===== config.mk =====
export PLATFORM = sky130hd
export DESIGN_NAME = lsu_ctrl
export DESIGN_NICKNAME = d
export VERILOG_FILES = /design/src/rtl/rv32i_pkg.sv /design/src/rtl/load_align.sv /design/src/rtl/lsu_ctrl.sv
export SDC_FILE = /design/constraint.sdc
export NUM_CORES = 1
export LEC_CHECK = 0
export ABC_CLOCK_PERIOD_IN_PS = 3600
export CORE_MARGIN = 5
export CORE_UTILIZATION = 38
export CTS_BUF_LIST = sky130_fd_sc_hd__clkbuf_2 sky130_fd_sc_hd__clkbuf_4 sky130_fd_sc_hd__clkbuf_8
export DETAILED_ROUTE_END_ITERATION = 12
export PLACE_DENSITY = 0.83
export SKIP_CTS_REPAIR_TIMING = 1
export SYNTH_ARGS = -nofsm -noshare
export SYNTH_HDL_FRONTEND = slang
export SYNTH_SLANG_ARGS = --single-unit

===== constraint.sdc =====
create_clock -name clk -period 3.6 [get_ports clk]
set_clock_uncertainty 0.2 [all_clocks]
set_input_delay 1.08 -clock clk [delete_from_list [all_inputs] [get_ports clk]]
set_output_delay 1.08 -clock clk [all_outputs]
set_load 0.01 [all_outputs]

===== src/rtl/rv32i_pkg.sv =====
// Shared RV32I load/store definitions: funct3 encodings, LSU sequencer states
// and request legality helpers.
package rv32i_pkg;

  localparam logic [2:0] F3_LB  = 3'b000;
  localparam logic [2:0] F3_LH  = 3'b001;
  localparam logic [2:0] F3_LW  = 3'b010;
  localparam logic [2:0] F3_LBU = 3'b100;
  localparam logic [2:0] F3_LHU = 3'b101;

  localparam logic [2:0] F3_SB  = 3'b000;
  localparam logic [2:0] F3_SH  = 3'b001;
  localparam logic [2:0] F3_SW  = 3'b010;

  typedef enum logic [1:0] {
    LSU_IDLE   = 2'd0,
    LSU_ACCESS = 2'd1,
    LSU_RESP   = 2'd2
  } lsu_state_e;

  function automatic logic f3_illegal(input logic we, input logic [2:0] f3);
    if (we)
      return !(f3 inside {F3_SB, F3_SH, F3_SW});
    else
      return !(f3 inside {F3_LB, F3_LH, F3_LW, F3_LBU, F3_LHU});
  endfunction

  // Size lives in funct3[1:0] for both loads and stores.
  function automatic logic misaligned(input logic [2:0] f3, input logic [1:0] off);
    case (f3[1:0])
      2'b01:   return off[0];
      2'b10:   return off != 2'b00;
      default: return 1'b0;
    endcase
  endfunction

endpackage


===== src/rtl/load_align.sv =====
// Selects the addressed byte/halfword from a memory word and sign- or
// zero-extends it according to the load funct3.
module load_align
  import rv32i_pkg::*;
(
  input  logic [31:0] rdata,
  input  logic [1:0]  byte_off,
  input  logic [2:0]  funct3,
  output logic [31:0] result
);

  logic [7:0]  sel_b;
  logic [15:0] sel_h;

  always_comb begin
    sel_b = '0;
    case (byte_off)
      2'd0: sel_b = rdata[7:0];
      2'd1: sel_b = rdata[15:8];
      2'd2: sel_b = rdata[23:16];
      2'd3: sel_b = rdata[31:24];
      default: sel_b = '0;
    endcase
    sel_h = byte_off[1] ? rdata[31:16] : rdata[15:0];
  end

  always_comb begin
    result = '0;
    case (funct3)
      F3_LB:   result = {{24{sel_b[7]}}, sel_b};
      F3_LH:   result = {{16{sel_h[15]}}, sel_h};
      F3_LW:   result = rdata;
      F3_LBU:  result = {24'd0, sel_b};
      F3_LHU:  result = {16'd0, sel_h};
      default: result = '0;
    endcase
  end

endmodule


===== src/rtl/lsu_ctrl.sv =====
// Load/store controller: one request in flight through IDLE -> ACCESS -> RESP,
// with alignment/range checking, byte-lane store generation and load extension.
module lsu_ctrl
  import rv32i_pkg::*;
#(
  parameter int unsigned ADDR_W = 8,
  parameter int unsigned XLEN   = 32
) (
  input  logic              clk,
  input  logic              rst,
  input  logic              req_valid,
  output logic              req_ready,
  input  logic              req_we,
  input  logic [2:0]        req_funct3,
  input  logic [31:0]       req_addr,
  input  logic [XLEN-1:0]   req_wdata,
  output logic              rsp_valid,
  input  logic              rsp_ready,
  output logic [XLEN-1:0]   rsp_rdata,
  output logic              rsp_err,
  output logic              mem_en,
  output logic [ADDR_W-1:0] mem_addr,
  output logic [XLEN-1:0]   mem_wdata,
  output logic [3:0]        mem_mask,
  input  logic [XLEN-1:0]   mem_rdata
);

  localparam int unsigned AQ_W = ADDR_W + 2;

  lsu_state_e state_q, state_d;

  logic            we_q;
  logic [2:0]      f3_q;
  logic [AQ_W-1:0] addr_q;
  logic [XLEN-1:0] wdata_q;
  logic [XLEN-1:0] rdata_q;
  logic            err_q;

  logic            accept;
  logic            req_err;
  logic            store_phase;
  logic [31:0]     load_result;

  assign accept      = (state_q == LSU_IDLE) && req_valid;
  assign store_phase = (state_q == LSU_ACCESS) && we_q;

  // Only the low AQ_W address bits are kept, so range is checked on the live request.
  assign req_err = f3_illegal(req_we, req_funct3)
                 || misaligned(req_funct3, req_addr[1:0])
                 || ((req_addr >> AQ_W) != '0);

  always_comb begin
    state_d = state_q;
    case (state_q)
      LSU_IDLE:   if (req_valid) state_d = req_err ? LSU_RESP : LSU_ACCESS;
      LSU_ACCESS: state_d = LSU_RESP;
      LSU_RESP:   if (rsp_ready) state_d = LSU_IDLE;
      default:    state_d = LSU_IDLE;
    endcase
  end

  always_ff @(posedge clk) begin
    if (rst) begin
      state_q <= LSU_IDLE;
      we_q    <= 1'b0;
      f3_q    <= '0;
      addr_q  <= '0;
      wdata_q <= '0;
      rdata_q <= '0;
      err_q   <= 1'b0;
    end else begin
      state_q <= state_d;
      if (accept) begin
        we_q    <= req_we;
        f3_q    <= req_funct3;
        addr_q  <= req_addr[AQ_W-1:0];
        wdata_q <= req_wdata;
        rdata_q <= '0;
        err_q   <= req_err;
      end
      if ((state_q == LSU_ACCESS) && !we_q)
        rdata_q <= load_result;
      if ((state_q == LSU_RESP) && rsp_ready) begin
        rdata_q <= '0;
        err_q   <= 1'b0;
      end
    end
  end

  load_align u_load_align (
    .rdata    (mem_rdata),
    .byte_off (addr_q[1:0]),
    .funct3   (f3_q),
    .result   (load_result)
  );

  always_comb begin
    mem_mask  = '0;
    mem_wdata = '0;
    if (store_phase) begin
      case (f3_q[1:0])
        2'b00: begin
          mem_mask  = 4'b0001 << addr_q[1:0];
          mem_wdata = {4{wdata_q[7:0]}};
        end
        2'b01: begin
          mem_mask  = 4'b0011 << {addr_q[1], 1'b0};
          mem_wdata = {2{wdata_q[15:0]}};
        end
        default: begin
          mem_mask  = 4'b1111;
          mem_wdata = wdata_q;
        end
      endcase
    end
  end

  // rst gates the write combinationally so a reset landing in ACCESS cannot commit.
  assign mem_en    = store_phase && !rst;
  assign mem_addr  = addr_q[AQ_W-1:2];
  assign req_ready = (state_q == LSU_IDLE);
  assign rsp_valid = (state_q == LSU_RESP);
  assign rsp_rdata = rdata_q;
  assign rsp_err   = err_q;

endmodule


==> flow_summary.ini <==
[sta]
holdWs_ns = 0.2595
maxSlewViolCount = 0
slew_headroom_pct = 48.32
worstMarginPinSlew_ns = 0.7693
finalSetupViolations = 0
fmax_ghz = 0.2937
fin_crit_sh_pct = 94.57
tns_ns = 0
hold_viol_final = 0
period_needed_ns = 3.405
rsz0062_at_grt = no

[cts]
clockRootBuffer = clkbuf_8
tritoncts = done
cts_buffers = 9
cts.path.max_buffers = 2
clk_latency_ns = 0.35
clk_pin_slew_ns = 0.09
clock_sinks = 81
htree_levels = 3

[floorplanning]
io_pins = 184
rows = 37
initial_core_util_pct = 39.29
design.core.area_sq_um = 10420
die-height_um = 113.8
die_x_um = 113.8
die_area_sq_um = 12950

[layout]
antenna_cells = 0
final_cells = 816
layout_commonest_cell = clkdlybuf4s50_1
nets = 782
final_area_sq_um = 6212
syn_to_final_growth_pct = 51.79
final_core_util_pct = 59.64
fill_cells = 922
layout.cells.most_common_list = clkdlybuf4s50_1 (182), nand2_1 (105), a21oi_1 (84)
drive_above_1_share_pct = 8.088

[worst_hold_path]
worstHoldPathType = register to register
holdPathStages = 2

[synthesis]
synth_warnings = 0
synth-seq-cells = 81
synth_ff_type = dfxtp_1
synth_largest_area_cell = dfxtp_1
yosysSeqAreaShare_pct = 39.62
synth_edf_count = 0
synthCells = 517
ys_top_cells_by_area = dfxtp_1 (40%), a21oi_1 (10%), nand2_1 (9.6%)
synth.distinct_cells = 45
synth_top_area_share_pct = 39.62
postSynthAreaPerCell_sq_um = 7.916
async_reset_ff_share_pct = 0
syn_nets = 624
syn-cell-area_sq_um = 4093

[worst_setup_path]
endpoint_kind = output pin
max_stage_delay_ns = 0.59
crit_cells = 5
worstPathRequired_ns = 2.32
crit_type = register to output pin
critical_path.max_fanout = 11
crit_family = buffers and inverters
cp-start-kind = register
crit_arrival_ns = 2.12
crit_chain = buf_4 -> nor2_1 -> nand2_1 -> a21oi_1 -> clkdlybuf4s50_1
critical_path_buf_inv_count = 2
cp_slowest_cell = clkdlybuf4s50_1
reg2reg_depth = 5

[power]
leakagePower_nw = 2.207
vdd_drop_max_mv = 0.1640
p_per_area_nw_per_um2 = 335.6

[grt]
grt.overflow.total = 0
grt_max_degree = 53
track_usage_pct = 21.58
antenna_found_initial = 0
grt_pass1_wl_mm = 22.47
grt_pass1_vias = 4434

[placement]
dpl_cell_area_sq_um = 5986
dp_cells = 800
hpwl_mm = 11.06
place_congestion = 0.8504
numPortBuffers = 183

[route]
wirelength_mm = 14.55
viasPerCell = 5.439
detail_route.wl_per_cell_um = 17.83
ant_nets = 0
post-route-drc-count = 0
first_pass_iters = 7
vias = 4438
drt_iter0_markers = 284

[flow_run]
maxCapViolations = 0

[status]
status = finished clean
cells by family after synthesis:
group	count (synthesis)	share of synthesized area, %
simple gates	185	20.21
compound gates	152	22.93
flops	81	39.62
buf+inv	61	6.971
mux	35	9.355
fa+ha+maj	3	0.9172
through the flow:
step / total power [mW] / setup slack, ns
floorplan: 1.151 / 0.6307
global placement: 1.332 / 0.3940
detailed placement: 1.342 / 0.4026
CTS: 2.094 / 0.1893
global route: 2.175 / 0.02785
finish: 2.085 / 0.1953
worst register-to-register path: stages (launching register included):
cell and delay [ns]:
dfxtp_1 0.38, buf_4 0.23, or4b_4 0.52, nor3b_1 0.51, o21ai_2 0.16, o221ai_1 0.21
synthesized netlist by cell type (2+ instances only):
cell	count
o211ai_1	6
nand2_1	105
nor2_1	35
buf_2	3
nand3_1	7
mux2_2	16
a221oi_1	8
nor4_1	6
nand2b_1	4
buf_4	8
buf_1	7
or2b_1	2
inv_1	10
o221ai_1	4
nor3_1	3
ha_1	3
and3_1	8
a21oi_1	84
nor2b_1	3
a22oi_1	23
dfxtp_1	81
o21ai_0	10
buf_6	3
mux2i_1	18
o2bb2ai_1	9
and2b_1	2
a211oi_1	2
clkbuf_1	30
sequential cells by signal, indices dropped and copies added, names as in the netlist:
name and cells:
rsp_err 1, we_q 1, rsp_rdata 32, wdata_q 32, addr_q 10, state_q 2
f3_q 3
final timing paths:
| kind | to | start | slack [ns] |
|---|---|---|---|
| max | mem_wdata[10] | f3_q[0]$_SDFFE_PP0P_ | 0.20 |
| min reg2reg | wdata_q[28]$_SDFFE_PP0P_ | wdata_q[28]$_SDFFE_PP0P_ | 0.26 |
| max reg2reg | rsp_rdata[6]$_SDFFE_PP0P_ | f3_q[1]$_SDFFE_PP0P_ | 1.31 |
| min | wdata_q[28]$_SDFFE_PP0P_ | wdata_q[28]$_SDFFE_PP0P_ | 0.26 |
power by group:
part           leakage (nW)  switching, mW  internal, mW
combinational          1.43          0.170         0.196
clock                 0.116          0.362         0.399
sequential            0.660         0.0299         0.928
total                  2.21          0.562          1.52
area by class of cell:
type | instances | area [sq um] | area share (%)
timing repair buffer | 198 | 1964 | 31.62
clock inverter | 7 | 102.6 | 1.652
inverter | 10 | 37.54 | 0.6042
tap | 136 | 170.2 | 2.739
multi-input combinational | 375 | 2192 | 35.29
sequential | 81 | 1622 | 26.10
clock buffer | 9 | 123.9 | 1.994
per-layer routing:
layer	share of wire (%)	GRT usage, %	vias to the layer above
li1	-	-	2118
met1	40	25.52	2059
met2	49	37.93	237
met3	9.4	5.729	24
met4	2.3	7.126	0
met5	0	0	-
(Power assumes the default switching activity.)
